[src/rtl/axi_ctrl_pkg.sv]
// Shared constants for the AXI control window bridge.
//   Response codes and burst encodings (AXI3), write/read FSM state
//   encodings, and the per-transaction legality/decode response helper.
package axi_ctrl_pkg;

  localparam logic [1:0] RESP_OKAY   = 2'b00;
  localparam logic [1:0] RESP_SLVERR = 2'b10;
  localparam logic [1:0] RESP_DECERR = 2'b11;

  localparam logic [1:0] BURST_FIXED = 2'b00;
  localparam logic [1:0] BURST_INCR  = 2'b01;
  localparam logic [1:0] BURST_WRAP  = 2'b10;

  localparam logic [1:0] W_IDLE = 2'd0;
  localparam logic [1:0] W_DATA = 2'd1;
  localparam logic [1:0] W_REQ  = 2'd2;
  localparam logic [1:0] W_RESP = 2'd3;

  localparam logic [2:0] R_IDLE = 3'd0;
  localparam logic [2:0] R_REQ  = 3'd1;
  localparam logic [2:0] R_WAIT = 3'd2;
  localparam logic [2:0] R_DATA = 3'd3;
  localparam logic [2:0] R_ERR  = 3'd4;

  // Response chosen at address-phase time. An unmapped address reports
  // DECERR even when the burst is also illegal.
  function automatic logic [1:0] txn_resp(input logic       hit,
                                          input logic [1:0] burst,
                                          input logic [2:0] size,
                                          input logic [2:0] max_size);
    if (!hit) return RESP_DECERR;
    if (burst != BURST_FIXED && burst != BURST_INCR) return RESP_SLVERR;
    if (size > max_size) return RESP_SLVERR;
    return RESP_OKAY;
  endfunction

endpackage

[src/rtl/axi_ctrl_window_decode.sv]
// Combinational priority window matcher.
//   i_addr   : address to decode
//   o_hit    : some window matched
//   o_win    : index of the lowest-numbered matching window
//   o_offset : i_addr with the matching window's mask bits cleared
module axi_ctrl_window_decode #(
  parameter int ADDR_WIDTH  = 32,
  parameter int NUM_WINDOWS = 2,
  parameter int WIN_W       = 1,
  parameter logic [NUM_WINDOWS*ADDR_WIDTH-1:0] WINDOW_BASE = {32'h6e410000, 32'h6e400000},
  parameter logic [NUM_WINDOWS*ADDR_WIDTH-1:0] WINDOW_MASK = {32'hffff0000, 32'hffff0000}
) (
  input  logic [ADDR_WIDTH-1:0] i_addr,
  output logic                  o_hit,
  output logic [WIN_W-1:0]      o_win,
  output logic [ADDR_WIDTH-1:0] o_offset
);

  // Scan from the top down so the lowest matching index is written last.
  always_comb begin
    o_hit    = 1'b0;
    o_win    = '0;
    o_offset = '0;
    for (int i = NUM_WINDOWS - 1; i >= 0; i--) begin
      if ((i_addr & WINDOW_MASK[i*ADDR_WIDTH +: ADDR_WIDTH]) ==
          WINDOW_BASE[i*ADDR_WIDTH +: ADDR_WIDTH]) begin
        o_hit    = 1'b1;
        o_win    = WIN_W'(i);
        o_offset = i_addr & ~WINDOW_MASK[i*ADDR_WIDTH +: ADDR_WIDTH];
      end
    end
  end

endmodule

[src/rtl/axi_ctrl_window_bridge.sv]
// AXI3 slave turning control-port bursts into valid/ready request streams.
//   CLK/RST       : clock, synchronous active-high reset
//   aw*/w*/b*     : AXI write address, data and response channels
//   ar*/r*        : AXI read address and data channels
//   wr_req_*      : one downstream write request per mapped write beat
//   rd_req_*      : one downstream read request per mapped read beat
//   rd_rsp_*      : single-cycle read data return, no backpressure
//
// Write FSM
//   state  | meaning
//   W_IDLE | awready=1, waiting for an address
//   W_DATA | wready=1, capturing (or draining) one beat
//   W_REQ  | wr_req_valid=1 until wr_req_ready
//   W_RESP | bvalid=1 until bready
// Read FSM
//   state  | meaning
//   R_IDLE | arready=1, waiting for an address
//   R_REQ  | rd_req_valid=1 until rd_req_ready
//   R_WAIT | waiting for the rd_rsp_valid pulse
//   R_DATA | rvalid=1 with captured data until rready
//   R_ERR  | rvalid=1 with zero data and error rresp until rready
module axi_ctrl_window_bridge
  import axi_ctrl_pkg::*;
#(
  parameter int DATA_WIDTH  = 32,
  parameter int ADDR_WIDTH  = 32,
  parameter int ID_WIDTH    = 12,
  parameter int NUM_WINDOWS = 2,
  parameter logic [NUM_WINDOWS*ADDR_WIDTH-1:0] WINDOW_BASE = {32'h6e410000, 32'h6e400000},
  parameter logic [NUM_WINDOWS*ADDR_WIDTH-1:0] WINDOW_MASK = {32'hffff0000, 32'hffff0000},
  localparam int WIN_W  = (NUM_WINDOWS > 1) ? $clog2(NUM_WINDOWS) : 1,
  localparam int STRB_W = DATA_WIDTH / 8
) (
  input  logic                  CLK,
  input  logic                  RST,
  input  logic [ID_WIDTH-1:0]   awid,
  input  logic [ADDR_WIDTH-1:0] awaddr,
  input  logic [3:0]            awlen,
  input  logic [2:0]            awsize,
  input  logic [1:0]            awburst,
  input  logic                  awvalid,
  output logic                  awready,
  input  logic [ID_WIDTH-1:0]   wid,
  input  logic [DATA_WIDTH-1:0] wdata,
  input  logic [STRB_W-1:0]     wstrb,
  input  logic                  wlast,
  input  logic                  wvalid,
  output logic                  wready,
  output logic [ID_WIDTH-1:0]   bid,
  output logic [1:0]            bresp,
  output logic                  bvalid,
  input  logic                  bready,
  input  logic [ID_WIDTH-1:0]   arid,
  input  logic [ADDR_WIDTH-1:0] araddr,
  input  logic [3:0]            arlen,
  input  logic [2:0]            arsize,
  input  logic [1:0]            arburst,
  input  logic                  arvalid,
  output logic                  arready,
  output logic [ID_WIDTH-1:0]   rid,
  output logic [DATA_WIDTH-1:0] rdata,
  output logic [1:0]            rresp,
  output logic                  rlast,
  output logic                  rvalid,
  input  logic                  rready,
  output logic                  wr_req_valid,
  input  logic                  wr_req_ready,
  output logic [WIN_W-1:0]      wr_req_win,
  output logic [ADDR_WIDTH-1:0] wr_req_addr,
  output logic [DATA_WIDTH-1:0] wr_req_data,
  output logic [STRB_W-1:0]     wr_req_strb,
  output logic                  rd_req_valid,
  input  logic                  rd_req_ready,
  output logic [WIN_W-1:0]      rd_req_win,
  output logic [ADDR_WIDTH-1:0] rd_req_addr,
  input  logic                  rd_rsp_valid,
  input  logic [DATA_WIDTH-1:0] rd_rsp_data
);

  localparam logic [2:0] MAX_SIZE = 3'($clog2(STRB_W));

  // Beats are matched by count and ordering; the W-channel ID is not checked.
  logic w_unused_wid;
  assign w_unused_wid = ^wid;

  function automatic logic [ADDR_WIDTH-1:0] win_mask(input logic [WIN_W-1:0] win);
    win_mask = '0;
    for (int i = 0; i < NUM_WINDOWS; i++) begin
      if (win == WIN_W'(i)) win_mask = WINDOW_MASK[i*ADDR_WIDTH +: ADDR_WIDTH];
    end
  endfunction

  // ---------------- write path ----------------
  logic                  w_aw_hit;
  logic [WIN_W-1:0]      w_aw_win;
  logic [ADDR_WIDTH-1:0] w_aw_off;
  logic [1:0]            w_aw_resp;
  logic                  w_w_last;
  logic [ADDR_WIDTH-1:0] w_aw_next;

  logic [1:0]            r_w_state;
  logic [ID_WIDTH-1:0]   r_aw_id;
  logic [ADDR_WIDTH-1:0] r_aw_addr;
  logic [ADDR_WIDTH-1:0] r_aw_off;
  logic [3:0]            r_aw_len;
  logic [2:0]            r_aw_size;
  logic [1:0]            r_aw_burst;
  logic [WIN_W-1:0]      r_aw_win;
  logic                  r_aw_err;
  logic [1:0]            r_bresp;
  logic [3:0]            r_w_cnt;
  logic [DATA_WIDTH-1:0] r_wdata;
  logic [STRB_W-1:0]     r_wstrb;

  axi_ctrl_window_decode #(
    .ADDR_WIDTH (ADDR_WIDTH),
    .NUM_WINDOWS(NUM_WINDOWS),
    .WIN_W      (WIN_W),
    .WINDOW_BASE(WINDOW_BASE),
    .WINDOW_MASK(WINDOW_MASK)
  ) u_aw_decode (
    .i_addr  (awaddr),
    .o_hit   (w_aw_hit),
    .o_win   (w_aw_win),
    .o_offset(w_aw_off)
  );

  assign w_aw_resp = txn_resp(w_aw_hit, awburst, awsize, MAX_SIZE);
  assign w_w_last  = (r_w_cnt == r_aw_len);
  assign w_aw_next = (r_aw_burst == BURST_INCR) ?
                     r_aw_addr + (ADDR_WIDTH'(1) << r_aw_size) : r_aw_addr;

  always_ff @(posedge CLK) begin
    if (RST) begin
      r_w_state  <= W_IDLE;
      r_aw_id    <= '0;
      r_aw_addr  <= '0;
      r_aw_off   <= '0;
      r_aw_len   <= '0;
      r_aw_size  <= '0;
      r_aw_burst <= '0;
      r_aw_win   <= '0;
      r_aw_err   <= 1'b0;
      r_bresp    <= RESP_OKAY;
      r_w_cnt    <= '0;
      r_wdata    <= '0;
      r_wstrb    <= '0;
    end else begin
      case (r_w_state)
        W_IDLE: if (awvalid) begin
          r_aw_id    <= awid;
          r_aw_addr  <= awaddr;
          r_aw_off   <= w_aw_off;
          r_aw_len   <= awlen;
          r_aw_size  <= awsize;
          r_aw_burst <= awburst;
          r_aw_win   <= w_aw_win;
          r_aw_err   <= (w_aw_resp != RESP_OKAY);
          r_bresp    <= w_aw_resp;
          r_w_cnt    <= '0;
          r_w_state  <= W_DATA;
        end
        W_DATA: if (wvalid) begin
          r_wdata <= wdata;
          r_wstrb <= wstrb;
          // wlast disagreeing with the beat count is reported but never
          // shortens or extends the burst.
          if ((wlast != w_w_last) && (r_bresp != RESP_DECERR)) r_bresp <= RESP_SLVERR;
          if (r_aw_err) begin
            if (w_w_last) r_w_state <= W_RESP;
            else          r_w_cnt   <= r_w_cnt + 4'd1;
          end else begin
            r_w_state <= W_REQ;
          end
        end
        W_REQ: if (wr_req_ready) begin
          if (w_w_last) begin
            r_w_state <= W_RESP;
          end else begin
            r_w_cnt   <= r_w_cnt + 4'd1;
            r_aw_addr <= w_aw_next;
            r_aw_off  <= w_aw_next & ~win_mask(r_aw_win);
            r_w_state <= W_DATA;
          end
        end
        W_RESP: if (bready) r_w_state <= W_IDLE;
        default: r_w_state <= W_IDLE;
      endcase
    end
  end

  assign awready      = (r_w_state == W_IDLE);
  assign wready       = (r_w_state == W_DATA);
  assign wr_req_valid = (r_w_state == W_REQ);
  assign bvalid       = (r_w_state == W_RESP);
  assign bid          = r_aw_id;
  assign bresp        = r_bresp;
  assign wr_req_win   = r_aw_win;
  assign wr_req_addr  = r_aw_off;
  assign wr_req_data  = r_wdata;
  assign wr_req_strb  = r_wstrb;

  // ---------------- read path ----------------
  logic                  w_ar_hit;
  logic [WIN_W-1:0]      w_ar_win;
  logic [ADDR_WIDTH-1:0] w_ar_off;
  logic [1:0]            w_ar_resp;
  logic                  w_r_last;
  logic [ADDR_WIDTH-1:0] w_ar_next;

  logic [2:0]            r_r_state;
  logic [ID_WIDTH-1:0]   r_ar_id;
  logic [ADDR_WIDTH-1:0] r_ar_addr;
  logic [ADDR_WIDTH-1:0] r_ar_off;
  logic [3:0]            r_ar_len;
  logic [2:0]            r_ar_size;
  logic [1:0]            r_ar_burst;
  logic [WIN_W-1:0]      r_ar_win;
  logic [1:0]            r_rresp;
  logic [3:0]            r_r_cnt;
  logic [DATA_WIDTH-1:0] r_rdata;

  axi_ctrl_window_decode #(
    .ADDR_WIDTH (ADDR_WIDTH),
    .NUM_WINDOWS(NUM_WINDOWS),
    .WIN_W      (WIN_W),
    .WINDOW_BASE(WINDOW_BASE),
    .WINDOW_MASK(WINDOW_MASK)
  ) u_ar_decode (
    .i_addr  (araddr),
    .o_hit   (w_ar_hit),
    .o_win   (w_ar_win),
    .o_offset(w_ar_off)
  );

  assign w_ar_resp = txn_resp(w_ar_hit, arburst, arsize, MAX_SIZE);
  assign w_r_last  = (r_r_cnt == r_ar_len);
  assign w_ar_next = (r_ar_burst == BURST_INCR) ?
                     r_ar_addr + (ADDR_WIDTH'(1) << r_ar_size) : r_ar_addr;

  always_ff @(posedge CLK) begin
    if (RST) begin
      r_r_state  <= R_IDLE;
      r_ar_id    <= '0;
      r_ar_addr  <= '0;
      r_ar_off   <= '0;
      r_ar_len   <= '0;
      r_ar_size  <= '0;
      r_ar_burst <= '0;
      r_ar_win   <= '0;
      r_rresp    <= RESP_OKAY;
      r_r_cnt    <= '0;
      r_rdata    <= '0;
    end else begin
      case (r_r_state)
        R_IDLE: if (arvalid) begin
          r_ar_id    <= arid;
          r_ar_addr  <= araddr;
          r_ar_off   <= w_ar_off;
          r_ar_len   <= arlen;
          r_ar_size  <= arsize;
          r_ar_burst <= arburst;
          r_ar_win   <= w_ar_win;
          r_rresp    <= w_ar_resp;
          r_r_cnt    <= '0;
          r_rdata    <= '0;   // error beats return zero data
          r_r_state  <= (w_ar_resp != RESP_OKAY) ? R_ERR : R_REQ;
        end
        R_REQ: if (rd_req_ready) r_r_state <= R_WAIT;
        R_WAIT: if (rd_rsp_valid) begin
          r_rdata   <= rd_rsp_data;
          r_r_state <= R_DATA;
        end
        R_DATA: if (rready) begin
          if (w_r_last) begin
            r_r_state <= R_IDLE;
          end else begin
            r_r_cnt   <= r_r_cnt + 4'd1;
            r_ar_addr <= w_ar_next;
            r_ar_off  <= w_ar_next & ~win_mask(r_ar_win);
            r_r_state <= R_REQ;
          end
        end
        R_ERR: if (rready) begin
          if (w_r_last) r_r_state <= R_IDLE;
          else          r_r_cnt   <= r_r_cnt + 4'd1;
        end
        default: r_r_state <= R_IDLE;
      endcase
    end
  end

  assign arready      = (r_r_state == R_IDLE);
  assign rd_req_valid = (r_r_state == R_REQ);
  assign rvalid       = (r_r_state == R_DATA) || (r_r_state == R_ERR);
  assign rlast        = rvalid && w_r_last;
  assign rid          = r_ar_id;
  assign rdata        = r_rdata;
  assign rresp        = r_rresp;
  assign rd_req_win   = r_ar_win;
  assign rd_req_addr  = r_ar_off;

endmodule
[config.mk]
export PLATFORM = sky130hd
export DESIGN_NAME = axi_ctrl_window_bridge
export DESIGN_NICKNAME = d
export VERILOG_FILES = /design/src/rtl/axi_ctrl_pkg.sv /design/src/rtl/axi_ctrl_window_decode.sv /design/src/rtl/axi_ctrl_window_bridge.sv
export SDC_FILE = /design/constraint.sdc
export NUM_CORES = 1
export LEC_CHECK = 0
export CAP_MARGIN = 20
export CORE_MARGIN = 4
export CORE_UTILIZATION = 45
export CTS_CLUSTER_DIAMETER = 150
export DETAILED_ROUTE_END_ITERATION = 6
export DONT_BUFFER_PORTS = 1
export PLACE_DENSITY = 0.67
export SETUP_SLACK_MARGIN = 0.15
export SKIP_CTS_REPAIR_TIMING = 1
export SYNTH_ARGS = -nofsm -noshare
export SYNTH_HDL_FRONTEND = slang
export SYNTH_SLANG_ARGS = --single-unit
[constraint.sdc]
create_clock -name CLK -period 4.2 [get_ports CLK]
set_input_delay 0.63 -clock CLK [delete_from_list [all_inputs] [get_ports CLK]]
set_output_delay 0.63 -clock CLK [all_outputs]
set_load 0.01 [all_outputs]
[After elaboration in Yosys (flattened, before gate mapping)]
Cells that the tools add are included.
Word-level totals
  bits of input ports: 197
  output and inout port bits: 170
  register bits after elaboration: 258
  logic and storage cells: 193
Cells by class
  add/subtract/negate cells: 4
  shifts and indexed selects: 2
  multiplexer cells: 92
  order comparisons: 2
  reduce and logical (&&, ||, !) cells: 29
  bitwise logic cells: 4
  eq/ne operators: 36
Operator list (count)
  $mux 32: 26
  $pmux 32 s2: 5
  $add 32x32->32: 2
  $and 32x32->32: 2
  $eq 16x15->1 const B: 4
  $not 32->32: 2
  $shl 1x3->32 const A: 2
  $mux 2: 22
  $mux 16: 2
  $mux 4: 8
  $ne 2x2->1 const B: 11
  $mux 3: 7
  $reduce_bool 2->1: 9
  $mux 1: 17
  $ne 2x1->1 const B: 8
  $reduce_and 4->1: 4
  $pmux 3 s5: 1
  $pmux 4 s3: 1
  $reduce_and 5->1: 2
  $add 4x1->4 const B: 2
  $eq 4x4->1: 2
  $pmux 2 s4: 1
  $pmux 4 s2: 1
  $eq 2x1->1 const B: 3
  other kinds (17): 25

[Longest topological paths before layout]
Gate-level depths: netlist of the first run.
  depth after elaboration: 13
  gate-level depth with buffers: 10
  depth with buffers taken out: 9

[Hierarchy]
A second synthesis of the first run with hierarchy kept.
Unflattened totals
  cell total of the unflattened synthesis: 1436
  area, all modules: 11362.1 um^2
Modules (own cells, without submodules)
  axi_ctrl_window_bridge: cells an instance 1308, sequential area each 4524.3 um^2, times used 1, area each 10181.0 um^2
  axi_ctrl_window_decode: cells an instance 64, sequential area each 0.0 um^2, times used 2, area each 590.6 um^2

[Worst setup path before layout of the first run]
Ideal clock, no wire load.
  kind: flip-flop to flip-flop
  start point: reg r_aw_size[0]
  end point: reg r_aw_off[8] (netlist: wr_req_addr[8])
  arrival time: 2.329 ns
  slack: 1.740 ns
  stages on the path, launching flop included: 10
  data required time: 4.068 ns
  cell sequence: dfxtp_1 clkbuf_1 nor3b_1 fa_1 a211oi_1 o211a_1 or3_1 xnor2_1 a221oi_1 nor3_1
Between the ends
  word-level cells in the longest chain between the ends: 7
RTL lines
  from (decl): RTL line axi_ctrl_window_bridge.sv:106  | logic [2:0] r_aw_size;
  from (signal assigned): RTL line axi_ctrl_window_bridge.sv:155  | r_aw_size <= awsize;
  $shl 1x3->32: RTL line axi_ctrl_window_bridge.sv:131  | r_aw_addr + (ADDR_WIDTH'(1) << r_aw_size) : r_aw_addr;
  $add 32x32->32: RTL line axi_ctrl_window_bridge.sv:131
  $mux 32: RTL line axi_ctrl_window_bridge.sv:130  | assign w_aw_next = (r_aw_burst == BURST_INCR) ?
  $and 32x32->32: RTL line axi_ctrl_window_bridge.sv:182  | r_aw_off <= w_aw_next & ~win_mask(r_aw_win);
  $mux 32: RTL line axi_ctrl_window_bridge.sv:177  | if (w_w_last) begin
  $mux 32: RTL line axi_ctrl_window_bridge.sv:176  | W_REQ: if (wr_req_ready) begin
  $pmux 32 s2: RTL line axi_ctrl_window_bridge.sv:149  | case (r_w_state)
  to (signal assigned): RTL line axi_ctrl_window_bridge.sv:153  | r_aw_off <= w_aw_off;
  to (signal assigned): RTL line axi_ctrl_window_bridge.sv:182
  to (decl): RTL line axi_ctrl_window_bridge.sv:104  | logic [ADDR_WIDTH-1:0] r_aw_off;
Every way passes these cells. The select of a mux whose other input is x is not followed.
A chain may end at the register's enable or synchronous reset.

[Worst setup path in the final report of the first run]
  start point: reg r_ar_size[2]
  end point: reg r_ar_addr[14]
Between the ends
  word-level cells in the longest chain between the ends: 6
RTL lines
  from (decl): RTL line axi_ctrl_window_bridge.sv:216  | logic [2:0] r_ar_size;
  from (signal assigned): RTL line axi_ctrl_window_bridge.sv:261  | r_ar_size <= arsize;
  $shl 1x3->32: RTL line axi_ctrl_window_bridge.sv:239  | r_ar_addr + (ADDR_WIDTH'(1) << r_ar_size) : r_ar_addr;
  $add 32x32->32: RTL line axi_ctrl_window_bridge.sv:239
  $mux 32: RTL line axi_ctrl_window_bridge.sv:238  | assign w_ar_next = (r_ar_burst == BURST_INCR) ?
  $mux 32: RTL line axi_ctrl_window_bridge.sv:275  | if (w_r_last) begin
  $mux 32: RTL line axi_ctrl_window_bridge.sv:274  | R_DATA: if (rready) begin
  $pmux 32 s2: RTL line axi_ctrl_window_bridge.sv:255  | case (r_r_state)
  to (signal assigned): RTL line axi_ctrl_window_bridge.sv:258  | r_ar_addr <= araddr;
  to (signal assigned): RTL line axi_ctrl_window_bridge.sv:279  | r_ar_addr <= w_ar_next;
  to (decl): RTL line axi_ctrl_window_bridge.sv:213  | logic [ADDR_WIDTH-1:0] r_ar_addr;
Every way passes these cells. The select of a mux whose other input is x is not followed.

==> summary.md, run 1 <==
| Metric | Value |
|---|---|
| Status | completed |
| Hold path endpoint | bid[11] |
| Worst path arrival time | between 3000 and 4000 ps |
| Initial antenna violation count | 0 |
| Layout cells sized above 1 | 0.0551 |
| Flop2flop setup slack | ~1400 ps |
| CTS tree | built |
| M3 GR Usage | 0.0721 |
| Area Overhead vs Synth | 6.32% |
| Worst slew pin tran | ~1100 ps |
| Die area | about 23,000 um2 |
| Hold Crit Depth | 1 |
| HPWL after DPL | about 19 mm |
| Register area | between 3000 and 4000 um2 |
| Grt total ovfl | 0 |
| Gr usage total | 0.216 |
| Largest net degree at the start of global routing | ~170 |
| Final Power | approximately 5.3 mW |
| CP peak stage delay | roughly 450 ps |
| Initial core utilization | 0.463 |
| Clock Tree Buf Depth | 2 |
| Total CTS buffers | 17 |
| Clk sinks | 194 |
| Setup-failing EPs final | 0 |
| Fillers | slightly above 2,000 |
| Reg-to-Reg Start | r_ar_size[2] |
| FP Rows | 52 |
| Synthesized area per cell | 7.78 um2 |
| Relative slew slack | 0.281 |
| Crit Path Class | flop to flop |
| Via Count | ~8,300 |
| Syn. warnings | 0 |
| DRT Pass-1 Iters | 5 |
| Most used flip-flop cell after synthesis | dfxtp_1 |
| Placed cell area | 9470 um2 |
| P_leak | around 3.7 nW |
| RSZ-0062 raised after global routing | false |
| Die Y | between 150 and 200 um |
| Area of the multi-input gates | ~5100 um2 |
| Maxcap violations | 0 |
| Clock-pin transition on the worst setup and hold timing paths | ~90 ps |
| Setup TNS after final layout | 0 ps |
| Post-route ant nets | 0 |
| Die X | roughly 150 um |
| Hold Startpoint | RST |
| Cell area after layout | 10,100 um2 |
| Crit. End Element | flop |
| Peak VDD IR | 0.273 mV |
| F_max | 0.356 GHz |
| Hold Vio Cnt, Final | 0 |
| Yosys cell types | 81 |
| Critical path, cell by cell | nor3_1, ha_1, fa_1, a21o_1, a221oi_1, o21ai_0, and4_1, o21ai_0, a221oi_1 |
| Critical Path RT | around 4500 ps |
| Pwr per Cell Area | 524 nW/um2 |
| Hold WC Path Type | input pin to flop |
| Core Box Area | 20,500 um2 |
| H-tree depth | 4 |
| EDFF count, synth | 0 |
| Fin crit share | 0.669 |
| Worst Skew | 18.7 ps |
| CTS root buffer | clkbuf_16 |
| IO buf count | 0 |
| Clk Latency, worst-skew pair | roughly 440 ps |
| Routed WL per cell | between 15 and 20 um |
| First-pass GRT wire length | approximately 42 mm |
| Routability Congestion | 0.880 |
| # DRC | 0 |
| Mapped Cells | approximately 1,200 |
| Register area share after synthesis | 0.409 |
| Iteration-0 DRC Markers | 444 |
| Commonest cells post-synth | nand2_1 (274), dfxtp_1 (194), a21oi_1 (183) |
| Leading post-synthesis cells by cell area | dfxtp_1 (41%), nand2_1 (11%), a21oi_1 (9.7%), nand3_1 (3.2%), ha_1 (2.9%) |
| Tmin final | about 2800 ps |
| Area leader, netlist | dfxtp_1 |
| # nets final | between 1,000 and 1,500 |
| Ys async rst share | 0 |
| Number of synthesized register bits | roughly 190 |
| Layout Utilization | 0.492 |
| Most used routing layer | met2 |
| Critical path's slowest cell | dfxtp_1 |
| Final-report max-slew violation count | 0 |
| Reg2Reg Depth | 9 |
| Critical R2R Capture | r_ar_addr[14] |
| Area share of the largest cell type after synthesis | 0.409 |
| GRT met1 Usage | 0.260 |
| Most numerous cell in the Yosys netlist | nand2_1 |
| Vias in the first global route | ~8,100 |
| Post-Synthesis Cell Area | ~9500 um2 |
| Antenna diode instance count | 0 |
| Met2 usage | 0.368 |
| Num ports | 367 |
| Total wire length | between 20 and 30 mm |
| Vias per cell | about 5.8 |
| Worst Setup Start Kind | flop |
| WHS | 279 ps |
| Crit path max fanout | 9 |
## critical path, delay by kind of cell, from the launching register on
kind / cells / cell delay, ps
adder cells (fa/ha/maj): 2 / 620
AO/OA/AOI/OAI: 5 / 1240
flip-flops: 1 / 450
AND/OR/NAND/NOR: 2 / 380
## cells by family after synthesis
logic type | count (synthesis) | share of synthesized area
buffers and inverters | 132 | 0.0695
and+or+nand+nor | 488 | 0.234
xor gates and xnor gates | 31 | 0.0286
AOI/OAI and AO/OA | 343 | 0.218
muxes | 6 | 0.00660
adders and majority gates | 24 | 0.0332
DFF | 194 | 0.409
other | 1 | 0.000395
## worst max-delay path by stage
stage	start	slack (ps)	endpoint
final	r_ar_size[2]	1390	r_ar_addr[14]
after global routing	r_ar_size[2]	1150	r_ar_addr[14]
after CTS	r_ar_size[2]	1430	r_ar_addr[14]
after detailed placement	r_ar_size[2]	1440	r_ar_addr[14]
after global placement	r_ar_size[2]	1480	r_ar_addr[14]
after floorplan	r_aw_size[0]	1740	wr_req_addr[8]
## routing by layer
metal	vias up	part of all wire
li1	4102	-
met1	3845	0.40
met2	353	0.48
met3	39	0.097
met4	0	0.023
met5	-	0
## flip-flops by register name (all words and copies together) (netlist names), 12 cells and up
signal and cells:
bid 12, r_ar_addr 16, r_aw_addr 16, rd_req_addr 16, rdata 32, rid 12
wr_req_addr 16, wr_req_data 32
## cell type report
cell class	count	area share
Clock buffer	17	0.0422
Clock inverter	15	0.0191
Inverter	16	0.00596
Multi-Input combinational cell	924	0.504
Sequential cell	194	0.385
Tap cell	270	0.0335
Timing Repair Buffer	14	0.0104
## metrics by stage
stage	setup WS (ps)	cells
floorplan	1740	1250
global placement	1480	1418
finish	1390	1450
global route	1150	1450
detailed placement	1440	1418
CTS	1430	1450
## cells in the final DEF (no fill, tap or decap), types with 5 or more instances in the layout
cell type,n
a211oi_1,23
a21o_1,10
a21oi_1,182
a311oi_1,8
a31oi_1,20
and3_1,9
and3b_1,6
buf_4,14
clkbuf_16,17
clkinv_8,5
conb_1,32
dfxtp_1,194
ha_1,22
inv_1,16
nand2_1,274
nand2b_1,6
nand3_1,61
nand4_1,9
nor2_1,54
nor2b_1,5
nor3_1,19
nor3b_1,10
o211ai_1,6
o21ai_0,47
or3_1,8
xnor2_1,17
xor2_1,14
## power by group
part / internal (mW) / switching, mW
clock: 0.823 / 0.870
combinational: 0.439 / 0.802
sequential: 2.07 / 0.276
total: 3.33 / 1.95
Power figures use the tool's default switching activity.
==> run 2, diff against run 1 <==
PLACE_DENSITY = 0.69   (was 0.67)
clock period = 2.3 ns   (was 4.2 ns; I/O delays follow)
==> summary.md, run 2 (same netlist as run 1, synthesis figures left out) <==
| Metric | Value |
|---|---|
| Area Overhead vs Synth | 15.6% (was 6.32%) |
| Relative slew slack | 0.472 (was 0.281) |
| Most common cell after layout, fill and taps aside | nand2_1 (unchanged) |
| First-pass GRT wire length | 42.0 mm (was 42.3 mm) |
| RSZ-0062 raised after global routing | true (was false) |
| Critical path, cell by cell | nor3_4, ha_2, fa_2, a211oi_4, o211a_1, or3_4, buf_4, nor4_1, a31oi_1, a21oi_1 (was nor3_1, ha_1, fa_1, a21o_1, a221oi_1, o21ai_0, and4_1, o21ai_0, a221oi_1) |
| WHS | -2.27 ps (was 279 ps) |
| Hold Vio Cnt, Final | 1 (was 0) |
| Buf+Inv Stages, Crit Path | 1 (was 0) |
| GRT met1 Usage | 0.268 (was 0.260) |
| Crit path max fanout | 9 (unchanged) |
| Vias in the first global route | 7,835 (was 8,064) |
| DRT Pass-1 Iters | 7 (was 5) |
| Via Count | 8,625 (was 8,339) |
| Hold Startpoint | RST (unchanged) |
| Worst setup path startpoint | r_aw_size[1] (was r_ar_size[2]) |
| Most used routing layer | met2 (unchanged) |
| Antenna diode instance count | 0 (unchanged) |
| Tmin final | 2300 ps (was 2810 ps) |
| FP Rows | 52 (unchanged) |
| Core Box Area | 20,500 um2 (unchanged) |
| Fillers | 1,879 (was 2,022) |
| Hold WC Path Type | input pin to flop (unchanged) |
| Die Y | 153 um (unchanged) |
| Most frequent cells in the layout | nand2_1 (274), dfxtp_1 (187), a21oi_1 (168), nand3_1 (57), nor2_1 (53) (was nand2_1 (274), dfxtp_1 (194), a21oi_1 (182), nand3_1 (61), nor2_1 (54)) |
| Clock Tree Buf Depth | 2 (unchanged) |
| Die X | 153 um (unchanged) |
| Status | complete, but fails checks (was completed) |
| Pwr per Cell Area | 908 nW/um2 (was 524 nW/um2) |
| Initial antenna violation count | 0 (unchanged) |
| Non-Filler Instances | 1,500 (was 1,450) |
| Post-route ant nets | 0 (unchanged) |
| Layout cells sized above 1 | 0.144 (was 0.0551) |
| Met2 usage | 0.353 (was 0.368) |
| Worst Setup Start Kind | flop (unchanged) |
| Worst Setup Slack, final | -4.97 ps (was 1390 ps) |
| Peak VDD IR | 0.510 mV (was 0.273 mV) |
| Routability Congestion | 0.844 (was 0.880) |
| Worst path arrival time | 2670 ps (was 3110 ps) |
| Total CTS buffers | 17 (unchanged) |
| # DRC | 0 (unchanged) |
| Final-report max-slew violation count | 0 (unchanged) |
| Num ports | 367 (unchanged) |
| Crit. End Element | flop (unchanged) |
| F_max | 0.434 GHz (was 0.356 GHz) |
| P_leak | 4.00 nW (was 3.71 nW) |
| Routed WL per cell | 18.3 um (was 18.4 um) |
| Total wire length | 27.4 mm (was 26.7 mm) |
| HPWL after DPL | 18.9 mm (was 19.1 mm) |
| Worst slew pin tran | 791 ps (was 1080 ps) |
| M3 GR Usage | 0.0772 (was 0.0721) |
| Setup slack at placement | -76.5 ps (was 1440 ps) |
| Failing checks | negative hold slack, negative setup slack |
| Crit Path Class | flop to flop (unchanged) |
| # nets final | 1,439 (was 1,388) |
| Critical path's slowest cell | dfxtp_4 (was dfxtp_1) |
| Iteration-0 DRC Markers | 600 (was 444) |
| Clock-pin transition on the worst setup and hold timing paths | 80 ps (was 90 ps) |
| Gr usage total | 0.214 (was 0.216) |
| Fin crit share | 1.00 (was 0.669) |
| Critical Path RT | 2660 ps (was 4500 ps) |
| Setup-failing EPs final | 1 (was 0) |
| CTS root buffer | clkbuf_16 (unchanged) |
| Clk Latency, worst-skew pair | 430 ps (was 440 ps) |
| H-tree depth | 4 (unchanged) |
| Placed insts | 1,449 (was 1,418) |
| Vias per cell | 5.75 (about the same) |
| IO buf count | 0 (unchanged) |
| Clk sinks | 194 (unchanged) |
| CTS tree | built (unchanged) |
| Largest net degree at the start of global routing | 172 (unchanged) |
| Maxcap violations | 0 (unchanged) |
| Die area | 23,500 um2 (unchanged) |
| Reg-to-Reg Start | r_aw_size[1] (was r_ar_size[2]) |
| Critical path's top delay family | simple AND/OR/NAND/NOR gates (was compound AO/OA/AOI/OAI gates) |
| Initial core utilization | 0.463 (unchanged) |
| Grt total ovfl | 0 (unchanged) |
| Worst Skew | 18.1 ps (was 18.7 ps) |
| CP peak stage delay | 390 ps (was 450 ps) |
==> run 2: layout make-up <==
class | instances | area (um2) | area share
clock inverter | 14 | 164 | 0.0150
multi-input combinational | 924 | 5500 | 0.501
sequential | 194 | 3910 | 0.357
clock buffer | 17 | 425 | 0.0388
timing repair buffer | 65 | 569 | 0.0519
tap | 270 | 338 | 0.0308
inverter | 16 | 60.1 | 0.00548
==> run 2: worst reg2reg max path, cell delays in order (launching register included) <==
cell      delay (ps)
dfxtp_4          390
nor3_4           180
ha_2             210
fa_2             260
a211oi_4          80
o211a_1          250
or3_4            340
buf_4            140
nor4_1           180
a31oi_1           70
a21oi_1          130
==> run 2: final timing paths <==
check / end / slack [ps] / cells after the start
setup reg to reg: r_aw_addr[8] / -5 / 10
setup / recovery: r_aw_addr[8] / -5 / 10
hold / removal: wr_req_addr[11] / -2 / 1
hold reg to reg: r_aw_len[3] / 470 / 2
==> run 2: through the flow <==
step / hold slack (ps) / area [um2] / power (mW) / TNS (ps) / util
global placement: 426 / 9790 / 6.75 / -26.3 / 0.477
detailed placement: 431 / 9790 / 6.81 / -346 / 0.477
CTS: -43.7 / 10400 / 9.81 / -656 / 0.506
finish: -2.27 / 11000 / 9.95 / -4.97 / 0.535
global route: -22.1 / 11000 / 10.5 / -1430 / 0.535
floorplan: 448 / 9680 / 6.24 / 0 / -
==> run 2: per-layer routing <==
layer | share of wire | routed length (um)
met3 | 0.092 | 2530
met2 | 0.49 | 13400
met4 | 0.012 | 327
met1 | 0.41 | 11100
met5 | 0 | 0
==> run 2: power by group <==
part / total [mW] / internal [mW] / switching (mW)
Sequential: 4.31 / 3.78 / 0.531
Clock: 2.99 / 1.46 / 1.52
Combinational: 2.65 / 1.06 / 1.59
Total: 9.95 / 6.30 / 3.65
